<file path="src/rtl/mem_request_responder.sv">
// Avalon-MM master that runs one read or write per request and reports completion on memDone.
// Optional watchdog enabled by defining MEM_TIMEOUT_EN.
module mem_request_responder #(
  parameter int ADDR_W         = 25,
  parameter int DATA_W         = 16,
  parameter int TIMEOUT_CYCLES = 1024
) (
  input  logic              clk,
  input  logic              reset_n,
  input  logic [1:0]        modeInput,
  input  logic [ADDR_W-1:0] memoryAddress,
  input  logic [DATA_W-1:0] write_data,
  output logic [DATA_W-1:0] read_data,
  output logic              memDone,
  output logic [ADDR_W-1:0] avm_address,
  output logic              avm_read,
  output logic              avm_write,
  output logic [DATA_W-1:0] avm_writedata,
  input  logic              avm_waitrequest,
  input  logic [DATA_W-1:0] avm_readdata,
  input  logic              avm_readdatavalid,
  output logic              memError
);

  localparam logic [1:0] MODE_NONE = 2'b00;
  localparam logic [1:0] MODE_RD   = 2'b01;
  localparam logic [1:0] MODE_WR   = 2'b10;

  typedef enum logic [2:0] {
    S_IDLE,
    S_RD_REQ,
    S_RD_WAIT,
    S_WR_REQ,
    S_DONE_HOLD
  } state_t;

  if (TIMEOUT_CYCLES < 2) begin : g_bad_timeout
    $error("TIMEOUT_CYCLES must be at least 2");
  end

  state_t            state_q;
  logic [DATA_W-1:0] rdata_q;
  logic              done_q;
  logic [ADDR_W-1:0] addr_q;
  logic              rd_q;
  logic              wr_q;
  logic [DATA_W-1:0] wdata_q;

`ifdef MEM_TIMEOUT_EN
  localparam int WD_W = $clog2(TIMEOUT_CYCLES);
  localparam logic [WD_W-1:0] WD_LAST = WD_W'(TIMEOUT_CYCLES - 1);
  logic [WD_W-1:0] wdog_q;
  logic            err_q;
  logic            busy;

  assign busy = (state_q == S_RD_REQ) || (state_q == S_RD_WAIT) || (state_q == S_WR_REQ);
`endif

  always_ff @(posedge clk or negedge reset_n) begin
    if (!reset_n) begin
      state_q <= S_IDLE;
      rdata_q <= '0;
      done_q  <= 1'b1;
      addr_q  <= '0;
      rd_q    <= 1'b0;
      wr_q    <= 1'b0;
      wdata_q <= '0;
`ifdef MEM_TIMEOUT_EN
      wdog_q  <= '0;
      err_q   <= 1'b0;
`endif
    end else begin
      case (state_q)
        S_IDLE: begin
          if (modeInput == MODE_RD) begin
            addr_q  <= memoryAddress;
            rd_q    <= 1'b1;
            done_q  <= 1'b0;
            state_q <= S_RD_REQ;
          end else if (modeInput == MODE_WR) begin
            addr_q  <= memoryAddress;
            wdata_q <= write_data;
            wr_q    <= 1'b1;
            done_q  <= 1'b0;
            state_q <= S_WR_REQ;
          end
        end
        S_RD_REQ: begin
          if (!avm_waitrequest) begin
            rd_q    <= 1'b0;
            state_q <= S_RD_WAIT;
          end
        end
        S_RD_WAIT: begin
          if (avm_readdatavalid) begin
            rdata_q <= avm_readdata;
            done_q  <= 1'b1;
            state_q <= S_DONE_HOLD;
          end
        end
        S_WR_REQ: begin
          if (!avm_waitrequest) begin
            wr_q    <= 1'b0;
            done_q  <= 1'b1;
            state_q <= S_DONE_HOLD;
          end
        end
        S_DONE_HOLD: begin
          // Wait for the mode to return to none so a held level cannot retrigger.
          if (modeInput == MODE_NONE) state_q <= S_IDLE;
        end
        default: state_q <= S_IDLE;
      endcase
`ifdef MEM_TIMEOUT_EN
      // Placed after the case so an expiring watchdog overrides normal progress.
      if (state_q == S_IDLE) begin
        wdog_q <= '0;
        if ((modeInput == MODE_RD) || (modeInput == MODE_WR)) err_q <= 1'b0;
      end else if (busy) begin
        if (wdog_q == WD_LAST) begin
          rd_q    <= 1'b0;
          wr_q    <= 1'b0;
          done_q  <= 1'b1;
          err_q   <= 1'b1;
          if (state_q != S_WR_REQ) rdata_q <= DATA_W'(16'hDEAD);
          state_q <= S_DONE_HOLD;
        end else begin
          wdog_q <= wdog_q + 1'b1;
        end
      end
`endif
    end
  end

  assign read_data     = rdata_q;
  assign memDone       = done_q;
  assign avm_address   = addr_q;
  assign avm_read      = rd_q;
  assign avm_write     = wr_q;
  assign avm_writedata = wdata_q;

`ifdef MEM_TIMEOUT_EN
  assign memError = err_q;
`else
  assign memError = 1'b0;
`endif

endmodule

</file>
<file path="config.mk">
export PLATFORM = sky130hd
export DESIGN_NAME = mem_request_responder
export DESIGN_NICKNAME = d
export VERILOG_FILES = /design/src/rtl/mem_request_responder.sv
export SDC_FILE = /design/constraint.sdc
export NUM_CORES = 1
export LEC_CHECK = 0
export BUFFER_PORTS_ARGS = -buffer_cell sky130_fd_sc_hd__buf_2
export CAP_MARGIN = 20
export CORE_AREA = 3 3 83 85
export CTS_CLUSTER_DIAMETER = 150
export DETAILED_ROUTE_END_ITERATION = 8
export DIE_AREA = 0 0 86 88
export PLACE_DENSITY = 0.78
export SLEW_MARGIN = 20
export SYNTH_ARGS = -nofsm -noshare
export SYNTH_HDL_FRONTEND = slang
export SYNTH_SLANG_ARGS = --single-unit
</file>
<file path="constraint.sdc">
create_clock -name clk -period 3.19 [get_ports clk]
set_input_delay 0.638 -clock clk [delete_from_list [all_inputs] [get_ports clk]]
set_output_delay 0.638 -clock clk [all_outputs]
set_load 0.1 [all_outputs]
</file>
==> summary.md, run 1 <==
| Metric | Value |
|---|---|
| Status | `completed` |
| CP Data Arrival Time | `2190 ps` |
| Initial core utilization | `0.430` |
| Avg Cell Area, Syn | `16.6 um^2` |
| WL/cell | `14.6 um` |
| Vias per cell | `4.79` |
| CTS sink count | `63` |
| CTS Buf Count | `9` |
| Antenna violations before repair | `0` |
| Clock Root Buffer | `clkbuf_8` |
| Worst path cell trace | `nor3_4, and2_1, mux2_2` |
| Slew Limit Headroom | `0.427` |
| Nets | `354` |
| Vertical die dimension | `88 um` |
| Crit path max fanout | `16` |
| Number of diodes | `0` |
| Pin slew with the least headroom to its limit | `859 ps` |
| WL final | `5370 um` |
| Area of the multi-input gates | `973 um^2` |
| FP Rows | `29` |
| Flop2flop setup slack | `1210 ps` |
| Critical path class | `register to register` |
| DR WL met2 | `2670 um` |
| Vias in the first global route | `1912` |
| Synth async-reset ratio | `1.00` |
| Register area share after synthesis | `0.584` |
| Clock Skew | `7.32 ps` |
| Setup crit end kind | `register` |
| Achievable Freq | `0.504 GHz` |
| MaxCap Viol Count | `0` |
| Grt total ovfl | `0` |
| Share of layout cells above drive strength 1 | `0.678` |
| RSZ-0062 raised after global routing | `no` |
| Net count after synthesis | `230` |
| Post-CTS Setup Repair Bufs | `0` |
| ANT nets after route | `0` |
| Min-delay worst type | `input port to async pin` |
| Syn-to-layout area delta | `27.3%` |
| Fillcell total | `527` |
| Synth Instances | `163` |
| EDFF count, synth | `0` |
| Final hold viol count | `0` |
| Area of the die | `7570 um^2` |
| Cell Area, Synth | `2700 um^2` |
| Highest metal used | `met4` |
| Synth warn | `0` |
| CTS tree | `yes` |
| Ys flop type | `dfrtp_1` |
| Final Cycle Share | `0.622` |
| DR WL met3 | `413 um` |
| First-pass GRT wire length | `8560 um` |
| Routed via count | `1767` |
| Final Setup Violations | `0` |
| CTS clk-pin slew, worst paths | `70 ps` |
| CTS H-tree lvls | `3` |
| GRT Util Overall | `0.146` |
| Met1 Wirelength | `2220 um` |
| Width of the die | `86 um` |
| Core area | `6280 um^2` |
| CTS resizes | `0` |
| Number of I/O pins | `124` |
| # DRC | `0` |
| TritonRoute pass-1 iters | `4` |
| Setup TNS | `0 ps` |
| Global placer's final weighted congestion | `0.755` |
| Reg area | `1580 um^2` |
| Register bit count reported by yosys | `63` |
| Worst-skew pair later-pin latency | `320 ps` |
| Largest stage delay, worst path | `720 ps` |
| Largest net degree at the start of global routing | `64` |
| WP data required | `3390 ps` |
| Hold Buf Count CTS | `0` |
| Clk buf depth | `2` |
| FF-to-FF path depth | `3` |
| Post-synthesis cell type count | `26` |
| DR iter-0 viols | `19` |
| CP startpoint kind | `register` |
| Start of the worst register-to-register path | `state_q[2]` |
| CP max stage cell | `and2_1` |
| Critical R2R Capture | `avm_writedata[1]` |
| Min cycle time layout | `1980 ps` |
| HPWL Detailed | `3930 um` |
| Port bufs | `122` |
| Final Max Tran Viols | `0` |
critical path, delay by kind of cell, from the launching register on:
family           cells  cell delay, ps
and+or+nand+nor      2             970
DFF                  1             500
muxes                1             410
synth_stat cells (2+ instances only):
cell type | instances | area [um^2]
o21ai_0 | 4 | 20.0
nor2_1 | 2 | 7.51
mux2_2 | 27 | 304
inv_1 | 4 | 15.0
mux2_4 | 30 | 450
nand2_1 | 3 | 11.3
a21oi_1 | 3 | 15.0
buf_6 | 4 | 45.0
buf_4 | 2 | 15.0
dfrtp_1 | 62 | 1550
nor3_4 | 2 | 32.5
ha_1 | 4 | 50.1
buf_12 | 3 | 60.1
cell families (layout without fill, tap and decap cells):
group                      Yosys count  count (layout)  synth area share
xor gates and xnor gates             1               1           0.00324
buffers and inverters               14             143            0.0556
AOI/OAI and AO/OA                   12              12            0.0273
DFF                                 63              63             0.584
adders and majority gates            4               4            0.0185
and+or+nand+nor                     11              11            0.0306
other                                1               1           0.00139
muxes                               57              57             0.279
metal layers:
metal | vias to the layer above | global-route usage
li1 | 813 | -
met1 | 871 | 0.171
met2 | 75 | 0.245
met3 | 8 | 0.0470
met4 | 0 | 0.0691
met5 | - | 0
worst max-delay path by stage:
stage | start | to | slack, ps | depth (start not counted)
6_report | state_q[2] | avm_writedata[1] | 1210 | 3
5_1_grt | state_q[0] | avm_writedata[15] | 1080 | 3
4_1_cts | state_q[0] | avm_writedata[1] | 1180 | 3
3_5_place_dp | modeInput[0] | avm_writedata[15] | 970 | 5
2_1_floorplan | modeInput[0] | avm_address[10] | 1380 | 6
3_3_place_gp | modeInput[0] | avm_writedata[0] | 980 | 5
final cells by class:
type / instances / area share
clock buffer: 12 / 0.0393
clock inverter: 4 / 0.00655
inverter: 4 / 0.00437
multi-input combinational: 86 / 0.283
sequential: 63 / 0.459
tap: 77 / 0.0280
timing repair buffer: 123 / 0.180
state kept, by name, summed over array words and instances (netlist names):
| name | flops |
|---|---|
| avm_address | 25 |
| avm_writedata | 16 |
| read_data | 16 |
| state_q | 3 |
| avm_read | 1 |
| avm_write | 1 |
| memDone | 1 |
through the flow:
stage	hold WS [ps]	setup slack, ps	utilization	instance area (um^2)	std cells
after CTS	503	1180	0.548	3440	369
final	483	1210	0.548	3440	369
after global routing	514	1080	0.548	3440	369
after floorplan	342	1380	-	2700	163
after detailed placement	489	973	0.523	3280	353
after global placement	475	985	0.523	3280	353
cell usage in the layout (no fill, tap or decap), types with 2 or more instances in the layout:
cell type	count
a21oi_1	3
clkbuf_1	3
clkinv_2	3
ha_1	4
nor2_1	2
mux2_2	27
mux2_4	30
nand2_1	3
o21ai_0	4
inv_1	4
dfrtp_1	62
buf_2	122
nor3_4	2
clkbuf_8	9
Power of run 1 is left out: the tool's default activity adds up to more than one toggle a clock period on the data nets, which glitch-free logic cannot reach.
==> inputs of run 2 (changes only) <==
Settings changed: ABC_AREA set to 1, CORE_AREA 3 3 83 85 to 3 3 84 86, DIE_AREA 0 0 86 88 to 0 0 87 89.
Clock period 3.19 ns to 1.8 ns, I/O delays scaled along.
==> run 2 against run 1 <==
  * Global-route usage increased by 1.2 points
  * Worst hold slack got worse by 480 ps
  * Die area grew 2.3%
  * Final area up 3.6%
  * Via count grew 31%
  * Sequential cell count unchanged
  * Clock skew up 1.6 ps
  * Routed wire length grew 10%
  * Sequential share of layout area is 1.6 points lower
  * Core utilization up 1.3 points
  * Final cell count rose by 36%
  * Synthesized area fell by 3.0%
==> summary.md, run 2 <==
| Metric | Value |
|---|---|
| Core area | `6350 um^2 (+1.2%)` |
| Number of I/O pins | `124 (unchanged)` |
| Width of the die | `87 um (+1.2%)` |
| CTS resizes | `0 (unchanged)` |
| Met1 Wirelength | `2480 um (+12%)` |
| CP delay by family, top | `flip-flops` |
| CP Data Arrival Time | `1280 ps (-910 ps)` |
| Flop2flop setup slack | `330 ps (-880 ps)` |
| Fillcell total | `555 (+5.3%)` |
| Crit path max fanout | `2 (-14)` |
| Critical path buffers and inverters | `1 (+1)` |
| Routed via count | `2315 (+31%)` |
| Net count after synthesis | `359 (+56%)` |
| Achievable Freq | `0.609 GHz` |
| CTS H-tree lvls | `3 (unchanged)` |
| CTS Buf Count | `9 (unchanged)` |
| Port bufs | `122 (unchanged)` |
| Vias in the first global route | `2137 (+12%)` |
| First-pass GRT wire length | `9540 um (+11%)` |
| Highest metal used | `met4` |
| Clock Root Buffer | `clkbuf_8` |
| FP Rows | `29 (unchanged)` |
| Synth top area share | `0.592 (+0.0175)` |
| GRT Util Overall | `0.158 (+0.0117)` |
| FF-to-FF path depth | `7 (+4)` |
| MaxCap Viol Count | `0 (unchanged)` |
| Cell Area, Synth | `2620 um^2 (-3.0%)` |
| Vertical die dimension | `89 um (+1.1%)` |
| Share of layout cells above drive strength 1 | `0.359 (-0.319)` |
| HPWL Detailed | `4440 um (+13%)` |
| Vias per cell | `4.63 (-3.3%)` |
| Largest area contributor in the synthesized netlist | `dfrtp_1` |
| TritonRoute pass-1 iters | `4 (unchanged)` |
| Synth Instances | `292 (+79%)` |
| Max reg flops | `25 (unchanged)` |
| Final Max Tran Viols | `0 (unchanged)` |
| RSZ-0062 raised after global routing | `no` |
| Worst path cell trace | `buf_2` |
| Final Setup Violations | `0 (unchanged)` |
| Clock Skew | `8.88 ps (+1.56 ps)` |
| WP data required | `1440 ps (-1950 ps)` |
| CTS tree | `yes` |
| Most instantiated library cell after synthesis | `nand2_1` |
| Register bit count reported by yosys | `63 (unchanged)` |
| Clk buf depth | `2 (unchanged)` |
| Area of the die | `7740 um^2 (+2.3%)` |
| Final hold viol count | `0 (unchanged)` |
| Initial core utilization | `0.413 (-0.0175)` |
| Ys flop type | `dfrtp_1` |
| Setup TNS | `0 ps (unchanged)` |
| Status | `completed` |
| Nets | `485 (+37%)` |
| Pin slew with the least headroom to its limit | `509 ps (-350 ps)` |
| Largest stage delay, worst path | `530 ps (-190 ps)` |
| Global placer's final weighted congestion | `0.863 (+14%)` |
| ANT nets after route | `0 (unchanged)` |
| Most common cell after layout, fill and taps aside | `nand2_1` |
| Final Cycle Share | `0.912` |
| Hold Buf Count CTS | `0 (unchanged)` |
| DR WL met2 | `2830 um (+6.0%)` |
| Post-CTS Setup Repair Bufs | `0 (unchanged)` |
| WL/cell | `11.9 um (-19%)` |
| CTS clk-pin slew, worst paths | `70 ps (about the same)` |
| # DRC | `0 (unchanged)` |
| DR WL met3 | `539 um (+31%)` |
| Worst-skew pair later-pin latency | `320 ps (about the same)` |
| Synth warn | `0 (unchanged)` |
| Synth async-reset ratio | `1.00 (unchanged)` |
| Min cycle time layout | `1640 ps` |
| Min-delay worst type | `input port to async pin` |
| Avg Cell Area, Syn | `8.98 um^2 (-46%)` |
| Design area | `3560 um^2 (+3.6%)` |
| Largest net degree at the start of global routing | `33 (-48%)` |
| Number of diodes | `0 (unchanged)` |
| Fin util | `0.561 (+0.0131)` |
| Start of the worst register-to-register path | `state_q[0]` |
| Antenna violations before repair | `0 (unchanged)` |
| Register area share after synthesis | `0.602 (+0.0178)` |
| Grt total ovfl | `0 (unchanged)` |
| Commonest non-fill, non-tap cells in the layout | `nand2_1, buf_2, dfrtp_1, inv_1, nand3_1` |
| CTS sink count | `63 (unchanged)` |
| Commonest cells in the synthesized netlist | `nand2_1, dfrtp_1, inv_1` |
| Top cells by area, synth | `dfrtp_1, nand2_1, nand3_1, inv_1, o21ai_0` |
| Critical path class | `register to output port` |
| Post-synthesis cell type count | `29 (+12%)` |
| CP startpoint kind | `register` |
| Setup crit end kind | `output port` |
| CP max stage cell | `dfstp_2` |
| EDFF count, synth | `0 (unchanged)` |
| Syn-to-layout area delta | `35.8%` |
| Post-DP Area | `3320 um^2 (+1.1%)` |
| Slew Limit Headroom | `0.660 (+0.233)` |
| DR iter-0 viols | `97 (+78)` |
| WL final | `5930 um (+10%)` |
| Critical R2R Capture | `avm_address[14]` |
## run 2: kinds of logic after synthesis
kind of cell             share of synthesized area
AO/OA/AOI/OAI                               0.0401
adder cells (fa/ha/maj)                     0.0191
buffers and inverters                       0.0683
flip-flops                                   0.602
other                                      0.00143
AND/OR/NAND/NOR                              0.269
## run 2: how the worst max path moves through the flow
stage / start / endpoint / slack, ps / cells past startpoint
6_report: memDone / memDone / 160 / 1
5_1_grt: memDone / memDone / 100 / 1
4_1_cts: memDone / memDone / 130 / 1
3_5_place_dp: modeInput[0] / avm_address[12] / 240 / 7
3_3_place_gp: modeInput[0] / avm_address[11] / 300 / 7
2_1_floorplan: modeInput[0] / avm_writedata[10] / 460 / 7
## run 2: cell type report
type	instances	area, um^2	share of cell area
sequential	63	1580	0.443
multi-input combinational	190	865	0.243
timing repair buffer	127	673	0.189
clock buffer	10	138	0.0387
clock inverter	6	108	0.0302
inverter	27	104	0.0292
tap	77	96.3	0.0271
## run 2: stage by stage
stage	instances	hold slack, ps	setup WS [ps]
4_1_cts	500	4.05	128
3_3_place_gp	484	360	301
3_5_place_dp	484	366	237
2_1_floorplan	292	64.4	464
5_1_grt	500	19.0	104
6_report	500	5.83	159
## run 2: layer usage
metal | track usage | up-vias
met5 | 0 | -
met4 | 0.0793 | 0
met3 | 0.0387 | 9
met2 | 0.258 | 85
met1 | 0.196 | 1063
li1 | - | 1158
Power of run 2 is left out for the same reason.
